===== src/rtl/intra_pkg.sv =====
// Shared definitions for the 4x4 intra prediction scorers.
//   - Pixel/score geometry used by intra4_mode_select and sse4x4.
//   - VP8 4x4 intra mode identifiers.
//   - Mode-select FSM state encoding.
package intra_pkg;

  localparam int BIT_WIDTH   = 8;
  localparam int BLOCK_SIZE  = 4;
  localparam int NPIX        = BLOCK_SIZE * BLOCK_SIZE;
  localparam int MODE_WIDTH  = 4;
  // 2*BIT_WIDTH for one square plus log2(NPIX) for the 16-way sum.
  localparam int SCORE_WIDTH = 20;

  typedef logic [MODE_WIDTH-1:0] mode_t;

  localparam mode_t MODE_DC = 4'd0;
  localparam mode_t MODE_TM = 4'd1;
  localparam mode_t MODE_VE = 4'd2;
  localparam mode_t MODE_HE = 4'd3;
  localparam mode_t MODE_RD = 4'd4;
  localparam mode_t MODE_VR = 4'd5;
  localparam mode_t MODE_LD = 4'd6;
  localparam mode_t MODE_VL = 4'd7;
  localparam mode_t MODE_HD = 4'd8;
  localparam mode_t MODE_HU = 4'd9;

  typedef enum logic [1:0] {
    ST_ACCUM = 2'd0,  // accepting prediction beats
    ST_DRAIN = 2'd1,  // last beat in flight through the scorer
    ST_HOLD  = 2'd2   // result presented, waiting for out_ready
  } state_e;

endpackage


===== src/rtl/sse4x4.sv =====
// Sum of squared errors between a source block and a predicted block.
//   clk    : clock
//   src    : source block, pixel i at [BIT_WIDTH*i +: BIT_WIDTH]
//   pred   : predicted block, same packing
//   diff_q : per-pixel signed src-pred, (BIT_WIDTH+1) bits per lane,
//            one cycle after src/pred
//   sse_q  : sum of squared differences, two cycles after src/pred
// Pure datapath: no valid tracking, callers carry their own valid bits
// alongside the two register stages.
module sse4x4 #(
  parameter int BIT_WIDTH   = intra_pkg::BIT_WIDTH,
  parameter int NPIX        = intra_pkg::NPIX,
  parameter int SCORE_WIDTH = intra_pkg::SCORE_WIDTH
) (
  input  logic                           clk,
  input  logic [BIT_WIDTH*NPIX-1:0]      src,
  input  logic [BIT_WIDTH*NPIX-1:0]      pred,
  output logic [(BIT_WIDTH+1)*NPIX-1:0]  diff_q,
  output logic [SCORE_WIDTH-1:0]         sse_q
);

  localparam int DW = BIT_WIDTH + 1;   // signed difference width
  localparam int SW = 2 * BIT_WIDTH;   // square width

  logic [DW*NPIX-1:0] diff_d;
  logic [SW*NPIX-1:0] sq_d;
  logic [SW*NPIX-1:0] sq_q;
  logic [SCORE_WIDTH-1:0] sse_d;

  for (genvar i = 0; i < NPIX; i++) begin : g_lane
    logic signed [DW-1:0] d;
    logic signed [SW-1:0] dx;
    assign d  = $signed({1'b0, src[i*BIT_WIDTH +: BIT_WIDTH]})
              - $signed({1'b0, pred[i*BIT_WIDTH +: BIT_WIDTH]});
    // Sign-extend before multiplying so the product is computed at the
    // full square width; |d| <= 2^BIT_WIDTH-1 so the square always fits.
    assign dx = {{(SW-DW){d[DW-1]}}, d};
    assign diff_d[i*DW +: DW] = d;
    assign sq_d[i*SW +: SW]   = dx * dx;
  end

  always_comb begin
    // NOTE: every always_comb output gets a default first so no path leaves
    // it unassigned, which would otherwise infer a latch.
    sse_d = '0;
    for (int i = 0; i < NPIX; i++) begin
      sse_d = sse_d + SCORE_WIDTH'(sq_q[i*SW +: SW]);
    end
  end

  // NOTE: pure datapath registers carry no reset; their contents only matter
  // when the caller's (reset) valid bits say so, and skipping the reset keeps
  // these wide registers cheap. Sequential state uses <= so every register
  // in a block samples pre-edge values.
  always_ff @(posedge clk) begin
    diff_q <= diff_d;
    sq_q   <= sq_d;
    sse_q  <= sse_d;
  end

endmodule


===== src/rtl/intra4_mode_select.sv =====
// Picks the lowest-SSE 4x4 intra mode for one source block.
//   clk, rst              : clock, asynchronous active-high reset
//   in_valid/in_ready     : one predicted block (one mode) per beat
//   in_last               : beat carries the final mode of the block
//   in_mode, in_pred      : mode id and its prediction
//   in_src                : source block, sampled on the block's first beat
//   out_valid/out_ready   : result handshake
//   out_mode, out_score   : winning mode and its SSE
//   out_pred, out_resid   : winning prediction and signed src-pred residual
// Pipeline: stage 1 (diffs/squares) -> stage 2 (sse) -> best-mode update ->
// HOLD. Outputs are the best-mode registers themselves.
module intra4_mode_select #(
  parameter int BIT_WIDTH   = intra_pkg::BIT_WIDTH,
  parameter int BLOCK_SIZE  = intra_pkg::BLOCK_SIZE,
  parameter int MODE_WIDTH  = intra_pkg::MODE_WIDTH,
  parameter int SCORE_WIDTH = intra_pkg::SCORE_WIDTH
) (
  input  logic                                              clk,
  input  logic                                              rst,
  input  logic                                              in_valid,
  output logic                                              in_ready,
  input  logic                                              in_last,
  input  logic [MODE_WIDTH-1:0]                             in_mode,
  input  logic [BIT_WIDTH*BLOCK_SIZE*BLOCK_SIZE-1:0]        in_src,
  input  logic [BIT_WIDTH*BLOCK_SIZE*BLOCK_SIZE-1:0]        in_pred,
  output logic                                              out_valid,
  input  logic                                              out_ready,
  output logic [MODE_WIDTH-1:0]                             out_mode,
  output logic [SCORE_WIDTH-1:0]                            out_score,
  output logic [BIT_WIDTH*BLOCK_SIZE*BLOCK_SIZE-1:0]        out_pred,
  output logic [(BIT_WIDTH+1)*BLOCK_SIZE*BLOCK_SIZE-1:0]    out_resid
);

  import intra_pkg::state_e;
  import intra_pkg::ST_ACCUM;
  import intra_pkg::ST_DRAIN;
  import intra_pkg::ST_HOLD;

  localparam int NPIX = BLOCK_SIZE * BLOCK_SIZE;
  localparam int PW   = BIT_WIDTH * NPIX;
  localparam int RW   = (BIT_WIDTH + 1) * NPIX;

  state_e state_q, state_d;
  logic   first_q, first_d;   // next accepted beat opens a new block
  logic   done_q,  done_d;    // last beat has left stage 2
  logic   accept;

  logic [PW-1:0] src_q, src_d;
  logic [PW-1:0] src_eff;

  // Sideband travelling with the scorer's two register stages.
  logic                  s1_valid_q, s2_valid_q;
  logic                  s1_last_q,  s2_last_q;
  logic                  s1_first_q, s2_first_q;
  logic [MODE_WIDTH-1:0] s1_mode_q,  s2_mode_q;
  logic [PW-1:0]         s1_pred_q,  s2_pred_q;
  logic [RW-1:0]         s1_diff,    s2_resid_q;
  logic [SCORE_WIDTH-1:0] s2_sse;

  logic                   take;
  logic [MODE_WIDTH-1:0]  best_mode_q,  best_mode_d;
  logic [SCORE_WIDTH-1:0] best_score_q, best_score_d;
  logic [PW-1:0]          best_pred_q,  best_pred_d;
  logic [RW-1:0]          best_resid_q, best_resid_d;

  // in_ready depends on the state register only, never on in_valid.
  assign accept = in_valid && (state_q == ST_ACCUM);

  // The first beat scores against the live source; later beats use the copy.
  assign src_eff = first_q ? in_src : src_q;
  assign src_d   = (accept && first_q) ? in_src : src_q;

  sse4x4 #(
    .BIT_WIDTH  (BIT_WIDTH),
    .NPIX       (NPIX),
    .SCORE_WIDTH(SCORE_WIDTH)
  ) u_sse (
    .clk   (clk),
    .src   (src_eff),
    .pred  (in_pred),
    .diff_q(s1_diff),
    .sse_q (s2_sse)
  );

  // Strict less-than: on equal scores the earlier mode keeps the slot.
  assign take = s2_valid_q && (s2_first_q || (s2_sse < best_score_q));

  always_comb begin
    best_mode_d  = best_mode_q;
    best_score_d = best_score_q;
    best_pred_d  = best_pred_q;
    best_resid_d = best_resid_q;
    if (take) begin
      best_mode_d  = s2_mode_q;
      best_score_d = s2_sse;
      best_pred_d  = s2_pred_q;
      best_resid_d = s2_resid_q;
    end
  end

  assign done_d = s2_valid_q && s2_last_q;

  always_comb begin
    state_d   = state_q;
    first_d   = first_q;
    in_ready  = 1'b0;
    out_valid = 1'b0;
    if (accept) first_d = 1'b0;
    unique case (state_q)
      ST_ACCUM: begin
        in_ready = 1'b1;
        if (accept && in_last) state_d = ST_DRAIN;
      end
      ST_DRAIN: begin
        if (done_q) state_d = ST_HOLD;
      end
      ST_HOLD: begin
        out_valid = 1'b1;
        if (out_ready) begin
          state_d = ST_ACCUM;
          first_d = 1'b1;
        end
      end
      default: state_d = ST_ACCUM;
    endcase
  end

  always_ff @(posedge clk or posedge rst) begin
    if (rst) begin
      state_q      <= ST_ACCUM;
      first_q      <= 1'b1;
      done_q       <= 1'b0;
      s1_valid_q   <= 1'b0;
      s2_valid_q   <= 1'b0;
      best_mode_q  <= '0;
      best_score_q <= '0;
      best_pred_q  <= '0;
      best_resid_q <= '0;
    end else begin
      state_q      <= state_d;
      first_q      <= first_d;
      done_q       <= done_d;
      s1_valid_q   <= accept;
      s2_valid_q   <= s1_valid_q;
      best_mode_q  <= best_mode_d;
      best_score_q <= best_score_d;
      best_pred_q  <= best_pred_d;
      best_resid_q <= best_resid_d;
    end
  end

  always_ff @(posedge clk) begin
    src_q      <= src_d;
    s1_last_q  <= in_last;
    s1_first_q <= first_q;
    s1_mode_q  <= in_mode;
    s1_pred_q  <= in_pred;
    s2_last_q  <= s1_last_q;
    s2_first_q <= s1_first_q;
    s2_mode_q  <= s1_mode_q;
    s2_pred_q  <= s1_pred_q;
    s2_resid_q <= s1_diff;
  end

  assign out_mode  = best_mode_q;
  assign out_score = best_score_q;
  assign out_pred  = best_pred_q;
  assign out_resid = best_resid_q;

endmodule


===== config.mk =====
export PLATFORM = sky130hd
export DESIGN_NAME = intra4_mode_select
export DESIGN_NICKNAME = d
export VERILOG_FILES = /design/src/rtl/intra_pkg.sv /design/src/rtl/sse4x4.sv /design/src/rtl/intra4_mode_select.sv
export SDC_FILE = /design/constraint.sdc
export NUM_CORES = 2
export LEC_CHECK = 0
export CAP_MARGIN = 30
export CELL_PAD_IN_SITES_DETAIL_PLACEMENT = 0
export CELL_PAD_IN_SITES_GLOBAL_PLACEMENT = 1
export CORE_AREA = 2 2 459 461
export CTS_BUF_LIST = sky130_fd_sc_hd__clkbuf_4 sky130_fd_sc_hd__clkbuf_8
export CTS_CLUSTER_DIAMETER = 50
export DETAILED_ROUTE_END_ITERATION = 6
export DIE_AREA = 0 0 461 463
export GPL_TIMING_DRIVEN = 1
export PLACE_DENSITY_LB_ADDON = 0.1
export SYNTH_ARGS = -nofsm -noshare
export SYNTH_HDL_FRONTEND = slang
export SYNTH_HIERARCHICAL = 1
export SYNTH_SLANG_ARGS = --single-unit

===== constraint.sdc =====
create_clock -name clk -period 17.2 [get_ports clk]
set_input_delay 3.44 -clock clk [delete_from_list [all_inputs] [get_ports clk]]
set_output_delay 3.44 -clock clk [all_outputs]
set_load 0.005 [all_outputs]

Word level (Yosys, flattened, before mapping):

Index checks and enable logic that the tools add are counted.

* register bits: 1262
* logic and storage cells: 93
* input bits: 265
* output and inout bits: 298

* multiplexer cells: 10
* $mul: 16
* add/sub/neg operators: 31
* reduce and logical (&&, ||, !) cells: 8
* equal/unequal tests: 5
* magnitude comparators: 1

Operator list (number)
* adder 20 x 16 -> 20 bit: 14
* multiplier 9 x 9 -> 16 bit: 16
* subtractor 8 x 8 -> 9 bit: 16
* 2-to-1 mux 128 bit: 1
* < comparator 20 bit: 1
* adder 16 x 16 -> 17 bit: 1
* 2-to-1 mux 2 bit: 3
* one-hot mux 2 bit (3 select lines): 1
* logical AND 1 bit: 5
* 2-to-1 mux 1 bit: 5
* inequality test 2 bit (second input constant): 2
* AND reduction 3 bit: 1
* == test 2 x 1 -> 1 bit (second input constant): 1
* == test 2 bit (second input constant): 1
* zero test 2 bit: 1
* inequality test 2 x 1 -> 1 bit (second input constant): 1
* logical OR 1 bit: 1

Depth between registers and ports, before layout:

* depth in word-level cells: 15
* gate-level depth with buffers: 31
* gate-level depth less buffers: 29

Modules after synthesis:

The synthesis kept the hierarchy.

Modules (own cells, without submodules)
* sse4x4: area each 57121.0 µm², times used 1, cells an instance 6028, seq. area each 7767.4 µm²
* intra4_mode_select: area each 36359.9 µm², times used 1, cells an instance 3938, seq. area each 19650.1 µm²

Worst setup path after synthesis:

Ideal clock, no wire load.

* kind: input to register
* start: in in_src[48]
* end: reg u_sse.sq_q[111]
* required time: 17.080 ns
* slack: 7.494 ns
* buffers on the path: 1
* stages on the path: 26
* data arrival time: 9.586 ns
* library setup time: 0.120 ns
* cells stage by stage: mux2_2 inv_1 ha_1 inv_1 fa_1 a21o_1 a21oi_2 o21ai_1 a31oi_1 clkbuf_1 nand2_1 fa_1 fa_1 inv_1 fa_1 fa_1 inv_1 fa_1 inv_1 ha_1 o21ai_0 a21boi_0 o2111a_1 a2111oi_2 a21oi_1 xnor2_1

* cells in the longest elaborated chain, start to end: 3

RTL lines
* start, declared: line intra4_mode_select.sv:24 `input logic [BIT_WIDTH*BLOCK_SIZE*BLOCK_SIZE-1:0] in_src,`
* 2-to-1 mux 128 bit: line intra4_mode_select.sv:70 `assign src_eff = first_q ? in_src : src_q;`
* subtractor 8 x 8 -> 9 bit: line sse4x4.sv:34 `- $signed({1'b0, pred[i*BIT_WIDTH +: BIT_WIDTH]});`
* net u_sse.g_lane[6].d[8]: line sse4x4.sv:31 `logic signed [DW-1:0] d;`
* multiplier 9 x 9 -> 16 bit: line sse4x4.sv:39 `assign sq_d[i*SW +: SW] = dx * dx;`
* net u_sse.sq_d[111]: line sse4x4.sv:26 `logic [SW*NPIX-1:0] sq_d;`
* end signal, assigned: line sse4x4.sv:57 `sq_q <= sq_d;`
* end, declared: line sse4x4.sv:27 `logic [SW*NPIX-1:0] sq_q;`

The timed path passes the listed nets, and every way through them passes these cells.
A chain may end at the register's enable or synchronous reset.

Final worst setup path:

* start: in in_src[57]
* end: reg u_sse.sq_q[127]

* cells in the longest elaborated chain, start to end: 3

RTL lines
* 2-to-1 mux 128 bit: line intra4_mode_select.sv:70
* net src_eff[57]: line intra4_mode_select.sv:49 `logic [PW-1:0] src_eff;`
* subtractor 8 x 8 -> 9 bit: line sse4x4.sv:34
* multiplier 9 x 9 -> 16 bit: line sse4x4.sv:39
* net u_sse.sq_d[127]: line sse4x4.sv:26

The timed path passes the listed nets, and every way through them passes these cells.

==> results.cfg <==
[hold_path]
worstHoldPathType = reg -> reg
hp-start = s1_pred_q[31]$_DFF_P_
min_to = s2_pred_q[31]$_DFF_P_
min_path_cells = 0

[critical_path]
crit_path_end_kind = register
worstPathCellList = clkdlybuf4s50_1, mux2_2, ha_1, nor2b_1, o2111a_1, a2111oi_2, a21oi_1, xor2_1, and2_1, fa_1, fa_1, inv_1, fa_1, fa_1, fa_1, inv_1, ha_1, o21a_1, o31a_1, or4_1, a21oi_1, o21ai_0, xnor2_1, xnor2_1
max_stage_delay_ns = 0.71
worstPathRequired_ns = 18.08
cp_common_cell = fa_1
regToRegSetupSlack_ns = 8.56
critPathKind = in -> reg
rr_startpoint = first_q$_DFF_PP1_
critPathLaunchType = input port
arrival_ns = 10.78
reg2reg_to = u_sse/sq_q[31]$_DFF_P_
r2r_cells = 28
path_max_fanout = 11
critPathSlowestCell = xor2_1

[clock_network]
cts_tree = done
post_cts_buffers = 0
clk_latency_ns = 0.99
clk_pin_slew_worst_paths_ns = 0.06
clockBufferDepth = 3
htreeDepth = 4
cts_buffers = 239
cts_resized = 0
postCtsHoldBufs = 0
root_buffer = clkbuf_8
clock_sinks = 1230

[timing]
fin_crit_sh = 0.5758
hold_viol = 0
fin_setup_tns_ns = 0
setup_viol = 0
clock_skew_ns = 0.04189
max-slew-margin-rel = 0.1106
min_period_ns = 9.904
worstMarginPinSlew_ns = 1.334
max_freq_mhz = 101.0
finalMaxSlewViolations = 0
grt_setup_unrepaired = false

[layout]
stdcell_count = 13432
final_nets = 12440
layout-drive-gt1-share = 0.07375
synthToLayoutAreaGrowth_pct = 14.52

[die]
ios = 563
die-area_mm2 = 0.2134
core-area_mm2 = 0.2085
placementRows = 168
die_y_um = 463
die_width_um = 461
start_util = 0.4483

[drt]
num_vias = 70255
final_antenna_net_count = 0
routed_via_density = 5.230
wl_mm = 263.5
drtPass1Iterations = 6
wl_per_cell_um = 19.61
drcViolationCount = 0
drt-initial-drc-count = 4218

[logic_synthesis]
ys_types = 91
synth_area_per_cell_um2 = 9.380
synth_flop_cell = dfxtp_1
postSynthCellCount = 9966
ys_ff_latch = 1230
synth.cell_area_mm2 = 0.09348
synth_edf_count = 128
async_flop_share = 0.2455
ys_warn_count = 6
yosysSeqAreaShare = 0.2933

[grt]
antenna_found_initial = 7
grt_max_degree = 200
overflow = 0
groute.usage.overall = 0.2483
grt_pass1_vias = 73211
grt_first_pass_wirelength_mm = 417.5

[place]
portBuffers = 562
dp_hpwl_mm = 194.2
place_congestion = 0.8586
placed_cells = 12969

[run]
max-cap-violations = 0

[outcome]
status = finished clean
==> per-layer routing <==
metal	GRT usage	routed length, µm	vias up
met1	0.3434	120800	34948
li1	-	-	33132
met3	0.04445	14610	405
met5	0	12	-
met2	0.3947	120200	1768
met4	0.07710	7888	2
==> synthesized netlist by cell type, drive strengths merged, types with 17 or more instances <==
| cell | number | area, µm² |
|---|---|---|
| a2111o | 157 | 1768 |
| a21o | 70 | 525.5 |
| a21oi | 157 | 819.5 |
| a31o | 23 | 201.4 |
| a31oi | 322 | 2063 |
| and2 | 119 | 747.0 |
| buf | 70 | 508.0 |
| clkbuf | 377 | 1415 |
| dfrtp | 301 | 7532 |
| dfxtp | 800 | 16020 |
| edfxtp | 128 | 3844 |
| fa | 1019 | 20400 |
| ha | 749 | 9371 |
| inv | 1979 | 7428 |
| mux2 | 141 | 1588 |
| nand2 | 893 | 3357 |
| nand2b | 35 | 219.0 |
| nand3 | 316 | 1587 |
| nor2 | 636 | 2452 |
| nor2b | 57 | 356.6 |
| nor3 | 48 | 240.2 |
| o21a | 37 | 277.8 |
| o21ai | 680 | 3407 |
| o21bai | 38 | 285.3 |
| o311ai | 150 | 1314 |
| or2 | 17 | 106.4 |
| xnor2 | 346 | 3045 |
| xor2 | 111 | 1032 |
==> placed cells by master, fill, tap and decap left out, types with 35 or more instances in the layout <==
master           synthesis  layout
fa_1                  1019    1019
o311ai_1               150     150
nand3_1                315     315
clkbuf_4                 0      74
and2_1                 115     113
clkinv_2                 0      38
mux2_2                 136     136
buf_4                   17      68
a21o_1                  70      70
clkbuf_8                 0     286
nor3_1                  48      47
dfrtp_1                301     300
edfxtp_1               128     128
a31oi_1                317     316
xnor2_1                344     344
clkdlybuf4s50_1          0     562
o21bai_1                38      38
nor2b_1                 57      57
xor2_1                 103     103
nand2b_1                35      35
o21ai_0                658     658
a2111o_1               157     157
o21a_1                  37      37
a21oi_1                148     147
inv_1                 1963    1962
ha_1                   749     749
nor2_1                 624     624
nand2_1                891     891
dfxtp_1                800     799
==> critical path, delay by kind of cell <==
kind | cells | cell delay [ns]
fa+ha+maj | 7 | 3.07
compound gates | 7 | 1.60
xor+xnor | 3 | 1.01
simple gates | 3 | 0.84
buf+inv | 3 | 0.53
mux | 1 | 0.29
==> flip-flops by register name, indices dropped and copies added, names as in the netlist, 2 cells and up <==
name          cells
s2_pred_q       128
s2_resid_q      144
u_sse/sq_q      240
state_q           2
s2_mode_q         4
out_pred        128
src_q           128
out_mode          4
out_score        20
u_sse/diff_q    128
s1_mode_q         4
out_resid       144
u_sse/sse_q      20
s1_pred_q       128
==> worst max path at each step <==
| stage | start | to |
|---|---|---|
| after floorplan | rst | done_q$_DFF_PP0_ |
| after global placement | in_src[57] | u_sse/sq_q[127]$_DFF_P_ |
| after detailed placement | in_src[57] | u_sse/sq_q[127]$_DFF_P_ |
| after CTS | in_src[57] | u_sse/sq_q[127]$_DFF_P_ |
| after global routing | in_src[57] | u_sse/sq_q[127]$_DFF_P_ |
| final | in_src[57] | u_sse/sq_q[127]$_DFF_P_ |
==> final cells by class <==
type | count | area, µm²
inverters | 1983 | 7451
well taps | 2805 | 3510
multi-input cells | 6312 | 56780
flip-flops and latches | 1230 | 27430
repair buffers | 641 | 6386
fillers | 19300 | 101500
clock buffers | 360 | 4492
diodes | 10 | 25.02
clock inverters | 91 | 984.7
==> cells by family (layout without fill, tap and decap cells) <==
kind of cell / count (synthesis) / after routing / synth area share
buffers and inverters: 2430 / 3075 / 0.1002
AOI/OAI and AO/OA: 1735 / 1735 / 0.1236
adders and majority gates: 1768 / 1768 / 0.3185
and+or+nand+nor: 2191 / 2191 / 0.1024
xor gates and xnor gates: 457 / 457 / 0.04362
other: 2 / 18 / 0.00008034
DFF: 1230 / 1230 / 0.2933
muxes: 153 / 153 / 0.01835
==> through the flow <==
stage               utilization  area [µm²]  hold slack (ns)  worst slack [ns]
finish                   0.5134      107100           0.3069             7.296
floorplan                     -       93500           0.3096             5.416
global route             0.5134      107000           0.3188             6.954
CTS                      0.5130      107000           0.2939             7.372
detailed placement       0.4868      101500           0.3121             6.254
global placement         0.4864      101400           0.3098             6.381
Power is not shown: default switching activity piles up to over one toggle a cycle in this logic, so the estimate is an artifact.
